$ cat src/rtl/mem_responder_if.sv
// CPU load/store bus between a requester (master) and a memory target (slave).
// req/we/addr/wdata are held stable by the master until it sees ack.
interface mem_responder_if #(
    parameter int DATA_W = 32,
    parameter int ADDR_W = 8
);
    logic              req;
    logic              we;
    logic [ADDR_W-1:0] addr;
    logic [DATA_W-1:0] wdata;
    logic              ack;
    logic [DATA_W-1:0] rdata;
    logic              err;
    logic              busy;

    modport master (
        output req, we, addr, wdata,
        input  ack, rdata, err, busy
    );

    modport slave (
        input  req, we, addr, wdata,
        output ack, rdata, err, busy
    );
endinterface

$ cat src/rtl/mem_responder.sv
// DEPTH-word memory target answering the CPU req/ack handshake after LATENCY cycles.
// Stores commit and loads are read at the capture edge; out-of-range accesses return err.
module mem_responder #(
    parameter int DATA_W  = 32,
    parameter int ADDR_W  = 8,
    parameter int DEPTH   = 64,
    parameter int LATENCY = 2
) (
    input  logic            clk,
    input  logic            reset,
    mem_responder_if.slave  bus
);

    localparam int                IDX_W    = (DEPTH > 1) ? $clog2(DEPTH) : 1;
    localparam logic [ADDR_W:0]   DEPTH_L  = (ADDR_W+1)'(DEPTH);
    localparam logic [3:0]        CNT_INIT = 4'(LATENCY - 1);

    typedef enum logic [1:0] {IDLE, WAIT, RESP} state_t;

    state_t            state, state_nxt;
    logic [3:0]        cnt, cnt_nxt;
    logic [DATA_W-1:0] mem [0:(1<<IDX_W)-1];
    logic [DATA_W-1:0] rd_q;
    logic [DATA_W-1:0] rdata_hold;
    logic              err_pend;
    logic              capture;
    logic              in_range;
    logic [IDX_W-1:0]  idx;

    // Unsigned compare one bit wider than addr so DEPTH == 2**ADDR_W is representable.
    assign capture  = (state == IDLE) && bus.req;
    assign in_range = ({1'b0, bus.addr} < DEPTH_L);
    assign idx      = bus.addr[IDX_W-1:0];

    always_ff @(posedge clk or posedge reset) begin
        if (reset) begin
            state <= IDLE;
            cnt   <= '0;
        end else begin
            state <= state_nxt;
            cnt   <= cnt_nxt;
        end
    end

    always_comb begin
        state_nxt = state;
        cnt_nxt   = cnt;
        case (state)
            IDLE: begin
                if (bus.req) begin
                    if (LATENCY == 1) begin
                        state_nxt = RESP;
                        cnt_nxt   = '0;
                    end else begin
                        state_nxt = WAIT;
                        cnt_nxt   = CNT_INIT;
                    end
                end
            end
            WAIT: begin
                if (cnt == 4'd1) begin
                    state_nxt = RESP;
                    cnt_nxt   = '0;
                end else begin
                    cnt_nxt = cnt - 4'd1;
                end
            end
            RESP: begin
                state_nxt = IDLE;
                cnt_nxt   = '0;
            end
            default: begin
                state_nxt = IDLE;
                cnt_nxt   = '0;
            end
        endcase
    end

    always_comb begin
        bus.ack   = (state == RESP);
        bus.err   = (state == RESP) && err_pend;
        bus.busy  = (state != IDLE);
        bus.rdata = (state == RESP) ? rd_q : rdata_hold;
    end

    // RAM is never cleared; a store committed at its capture edge survives a later reset.
    always_ff @(posedge clk) begin
        if (capture && !reset && bus.we && in_range) begin
            mem[idx] <= bus.wdata;
        end
    end

    always_ff @(posedge clk or posedge reset) begin
        if (reset) begin
            rd_q       <= '0;
            err_pend   <= 1'b0;
            rdata_hold <= '0;
        end else begin
            if (capture) begin
                rd_q     <= (in_range && !bus.we) ? mem[idx] : '0;
                err_pend <= !in_range;
            end
            if (state == RESP) begin
                rdata_hold <= rd_q;
            end
        end
    end

endmodule

$ cat src/flat_wrapper.sv
// flat-port wrapper written by rule: the top's interface ports become plain ports
module mem_responder_flat 
#(
    parameter int DATA_W  = 32,
    parameter int ADDR_W  = 8,
    parameter int DEPTH   = 64,
    parameter int LATENCY = 2
)
  (clk, reset, bus_req, bus_we, bus_addr, bus_wdata, bus_ack, bus_rdata, bus_err, bus_busy);
  mem_responder_if #(.DATA_W(DATA_W), .ADDR_W(ADDR_W)) bus_i ();
  input  logic clk;
  input  logic reset;
  input wire logic [$bits(bus_i.req)-1:0] bus_req;
  input wire logic [$bits(bus_i.we)-1:0] bus_we;
  input wire logic [$bits(bus_i.addr)-1:0] bus_addr;
  input wire logic [$bits(bus_i.wdata)-1:0] bus_wdata;
  output wire logic [$bits(bus_i.ack)-1:0] bus_ack;
  output wire logic [$bits(bus_i.rdata)-1:0] bus_rdata;
  output wire logic [$bits(bus_i.err)-1:0] bus_err;
  output wire logic [$bits(bus_i.busy)-1:0] bus_busy;
  assign bus_i.req = bus_req;
  assign bus_i.we = bus_we;
  assign bus_i.addr = bus_addr;
  assign bus_i.wdata = bus_wdata;
  assign bus_ack = bus_i.ack;
  assign bus_rdata = bus_i.rdata;
  assign bus_err = bus_i.err;
  assign bus_busy = bus_i.busy;
  mem_responder #(.DATA_W(DATA_W), .ADDR_W(ADDR_W), .DEPTH(DEPTH), .LATENCY(LATENCY)) u_core (.clk(clk), .reset(reset), .bus(bus_i));
endmodule
$ cat config.mk
export PLATFORM = sky130hd
export DESIGN_NAME = mem_responder_flat
export DESIGN_NICKNAME = d
export VERILOG_FILES = /design/src/rtl/mem_responder_if.sv /design/src/rtl/mem_responder.sv /design/src/flat_wrapper.sv
export SDC_FILE = /design/constraint.sdc
export NUM_CORES = 2
export LEC_CHECK = 0
export ABC_AREA = 1
export CORE_UTILIZATION = 40
export CTS_CLUSTER_SIZE = 25
export DETAILED_ROUTE_END_ITERATION = 8
export SLEW_MARGIN = 20
export SYNTH_ARGS = -nofsm -noshare
export SYNTH_HDL_FRONTEND = slang
export SYNTH_SLANG_ARGS = --single-unit
$ cat constraint.sdc
create_clock -name clk -period 5.1 [get_ports clk]
set_input_delay 1.275 -clock clk [delete_from_list [all_inputs] [get_ports clk]]
set_output_delay 1.275 -clock clk [all_outputs]
set_load 0.01 [all_outputs]
# Word-level counts from Yosys, hierarchy flattened
# Memories as Yosys holds them, arrays and structs flattened.
# Index checks and enable logic that the tools add are counted.
[word_totals] regBits=71 mem_bits_rw=2048 inputBits=44 out_inout_bits=35 wordCells=35 mem_count=1
[mem_list] memory="u_core.mem" words=64 width=32 rd=1 rd_ports_with_merged_regs=0 wr=1 line_no="mem_responder.sv:22" source="logic [DATA_W-1:0] mem [0:(1<<IDX_W)-1];"
[classes] add_sub_neg=1 magnitude_cmp=1 eq_ne=5 mux=10 reduce_logical=12
[op_table] operator="two-way mux 32 bit" n=2
[op_table] operator="less-than comparator 8 x 7 -> 1 bit (second input constant)" n=1
[op_table] operator="two-way mux 4 bit" n=2
[op_table] operator="one-hot mux 4 bit (2 select lines)" n=1
[op_table] operator="logical AND 1 bit" n=6
[op_table] operator="== test 4 x 1 -> 1 bit (second input constant)" n=1
[op_table] operator="two-way mux 2 bit" n=2
[op_table] operator="one-hot mux 2 bit (2 select lines)" n=1
[op_table] operator="subtractor 4 x 1 -> 4 bit (second input constant)" n=1
[op_table] operator="logical NOT 1 bit" n=3
[op_table] operator="== test 2 x 1 -> 1 bit (second input constant)" n=1
[op_table] operator="== test 2 bit (second input constant)" n=1
[op_table] operator="logical NOT 2 bit" n=1
[op_table] operator="two-way mux 1 bit" n=2
[op_table] operator="!= test 2 x 1 -> 1 bit (second input constant)" n=1
[op_table] operator="!= test 2 bit (second input constant)" n=1
[op_table] operator="AND reduction 2 bit" n=1
[op_table] operator="nonzero test 2 bit" n=1

# Longest topological paths before layout
[depth] depth_word=7 mapped_depth=16 depth_no_buf=13

# Worst setup path before layout
# No wires, ideal clock.
[synth_timing] kind="input to register" from="input port reset" to="memory u_core.mem[14][0], enable pin" setup_ns=0.421 arrival_ns=4.916 t_required_ns=4.679 setup_slack_ns=-0.237 cell_stages=5 path_buffers=0 cell_sequence="inv_1 nand2_1 nor2_2 nand4_1 nor2_1"
[synth_between] elab_chain_cells=6
[synth_rtl] element="start, declared" line_no="flat_wrapper.sv:12" source="input logic reset;"
[synth_rtl] element="logical NOT 1 bit (no line)"
[synth_rtl] element="logical AND 1 bit (3 in a row)" line_no="mem_responder.sv:88" source="if (capture && !reset && bus.we && in_range) begin"
[synth_rtl] element="two-way mux 1 bit" line_no="mem_responder.sv:88"
[synth_rtl] element="two-way mux 1 bit (implied by the code)" line_no="mem_responder.sv:89" source="mem[idx] <= bus.wdata;"
[synth_rtl] element="end, declared" line_no="mem_responder.sv:22"
# Every way passes these cells.

# Worst setup path in the final report
[layout_timing] from="register u_core.state[0]" to="output port bus_rdata[31]"
[layout_between] elab_chain_cells=2
[layout_rtl] element="start, declared" line_no="mem_responder.sv:20" source="state_t state, state_nxt;"
[layout_rtl] element="start signal, assigned" line_no="mem_responder.sv:40" source="state <= state_nxt;"
[layout_rtl] element="== test 2 bit" line_no="mem_responder.sv:83" source="bus.rdata = (state == RESP) ? rd_q : rdata_hold;"
[layout_rtl] element="two-way mux 32 bit"
[layout_rtl] element="end, declared" line_no="flat_wrapper.sv:18" source="output wire logic [$bits(bus_i.rdata)-1:0] bus_rdata;"
# Every way passes these cells.

==> results.toml <==
[global_route]
grt.total_usage_pct = 25.0
grt-ovfl-total = 0
grt_max_degree = 192
grt_pass1_wl_um = 405000
grt_pass1_vias = 57200
grt_antenna_before_repair = 14

[drt]
drt_iter0_markers = 7052
via_per_inst = 5.09
num_vias = 60700
wirelength_um = 282000
drtPass1Iterations = 5
drc = 0
wl_per_cell_um = 23.7
detail-route-antenna-nets = 0

[power_and_ir_drop]
p_leak_nw = 42.0
vdd_ir_drop_max_mv = 0.262
power_mw = 37.9
p_per_area_nw_per_um2 = 377

[sta]
fmax_ghz = 0.242
tns_ns = 0
slew_violations = 0
fin_skew_ns = 0.0351
slew_headroom_pct = 22.6
rsz0062_at_grt = "no"
tightestPinTransition_ns = 1.16
layout_setup_ws_ns = 0.973
timing.final.crit_share_pct = 80.9
setup_viol = 0
final_hold_viol_count = 0
layout_min_cycle_time_ns = 4.13

[synth]
synth_top_cell_area_share_pct = 69.5
synthCells = 8715
synth_largest_area_cell = "edfxtp_1"
synth_area_per_cell_um2 = 10.2
synth.most_common_cell = "nand2_1"
ys_top_cells_by_count = "nand2_1 (5925), edfxtp_1 (2048), buf_2 (256)"
seq_area_frac_synth_pct = 71.5
async_reset_ff_share_pct = 3.35
syn_nets = 8761
ys_seq_elements = 2119
yosys_warnings = 0
synth_area_um2 = 88500
synthTopCellsByArea = "edfxtp_1 (69%), nand2_1 (25%), dfrtp_1 (2.0%)"
synth_edf_count = 2048
ys.flop_type = "edfxtp_1"
synth_cell_types = 25

[setup_path]
r2r-end = "u_core.mem[26][28]"
required_ns = 3.83
critPathKind = "flop to output port"
critPathMaxFanout = 11
ff2ff_path_depth = 9
reg2reg_setup_slack_ns = 1.41
cp_data_arrival_time_ns = 2.85
rr_startpoint = "u_core.state[1]"
start_kind = "flop"
cp-end-kind = "output port"

[min_path]
hold_path_end = "u_core.rdata_hold[16]"
whs_path_depth = 2
hold_path.class = "flop to flop"
worstHoldStart = "u_core.rdata_hold[16]"

[place]
place_ws_ns = 0.163
place.gp.congestion = 0.936
hpwl_um = 168000
io_buffers = 78

[die]
core_area_um2 = 220000
start_util_pct = 40.3
num_io_pins = 79
rows = 172
die_w_um = 472
die_area_um2 = 223000
die_y_um = 472

[clock_network]
clock_latency_ns = 0.89
cts_tree = "built"
post_cts_buffers = 0
clockBufferDepth = 3
path_clk_slew_ns = 0.06
htreeDepth = 4
clock_tree.root_cell = "clkbuf_16"
cts_sinks = 2119
numCtsBuffers = 217
post_cts_resized = 0
cts_hold_buffers = 0

[finish]
synthToLayoutAreaGrowth_pct = 13.6
fillCellCount = 20300
multi_input_area_um2 = 23700
ff_latch_area_um2 = 63300
nNetsFinal = 8824
drive_above_1_share_pct = 6.75

[status]
status = "complete, no violations"

[job]
max-cap-violations = 0
[cell families after synthesis]
kind of cell | Yosys count | synth area share, %
adders and majority gates | 2 | 0.0283
and+or+nand+nor | 6100 | 26.0
buffers and inverters | 472 | 2.39
AOI/OAI and AO/OA | 22 | 0.148
DFF | 2119 | 71.5
[critical path, cell delays in order, from the launching register on]
cell,delay [ns]
dfrtp_1,0.37
inv_1,0.07
nand2_1,0.06
inv_1,0.08
buf_4,0.29
nand2_1,0.32
nand2_1,0.20
clkdlybuf4s50_1,0.57
[final cells by class]
type	instances	share of cell area, %
flip-flops and latches	2119	62.9
multi-input cells	6124	23.5
clock buffers	280	5.77
well taps	2958	3.68
repair buffers	276	2.85
clock inverters	122	1.07
inverters	40	0.184
diodes	7	0.0174
[worst max path at each step]
| stage | from | end | slack (ns) |
|---|---|---|---|
| after global routing | u_core.state[0] | bus_rdata[31] | 0.88 |
| after global placement | bus_req | u_core.mem[26][4] | 0.13 |
| after detailed placement | bus_req | u_core.mem[26][20] | 0.16 |
| final | u_core.state[0] | bus_rdata[31] | 0.97 |
| after floorplan | reset | u_core.mem[14][0] | 0.55 |
| after CTS | u_core.state[0] | bus_rdata[31] | 0.91 |
[flip-flops by register name, indices dropped and copies added, names as in the netlist]
| signal | flops |
|---|---|
| u_core.err_pend | 1 |
| u_core.cnt | 4 |
| u_core.mem | 2048 |
| u_core.state | 2 |
| u_core.rd_q | 32 |
| u_core.rdata_hold | 32 |
[power breakdown]
group,internal [mW],switching (mW)
clock network,8.77,6.78
logic,0.761,2.27
registers,19.2,0.106
total,28.8,9.15
[metrics by stage]
stage                     hold slack (ns)  std cells  instance area (um2)  utilization (%)
final                               0.479      11900               101000             45.8
after floorplan                     0.449       8715                88500                -
after CTS                           0.483      11900               101000             45.8
after detailed placement            0.466      11500                93700             42.6
after global placement              0.460      11500                93700             42.6
after global routing                0.502      11900               101000             45.8
[placed cells by master, fill, tap and decap left out, drive strengths merged]
cell	Yosys	final
diode	0	7
o21ai	9	9
clkinv	1	101
edfxtp	2048	2048
nor3	9	9
clkbuf	126	280
inv	39	45
buf	306	233
ha	2	2
nand3	12	12
nor2	146	146
or2	5	5
nand2	5925	5925
dfrtp	71	71
clkinvlp	0	1
a21oi	3	3
o211ai	7	7
clkdlybuf4s50	0	43
nand4	3	3
o22ai	3	3
bufinv	0	15
[metal layers]
metal | track usage [%] | wire length, um | vias to the layer above | part of all wire (%)
met5 | 0 | 67 | - | 0.024
met4 | 8.90 | 9940 | 10 | 3.5
met3 | 3.55 | 21400 | 404 | 7.6
met2 | 39.9 | 132000 | 2416 | 47
met1 | 34.8 | 119000 | 29700 | 42
li1 | - | - | 28200 | -
Power figures use the tool's default switching activity.
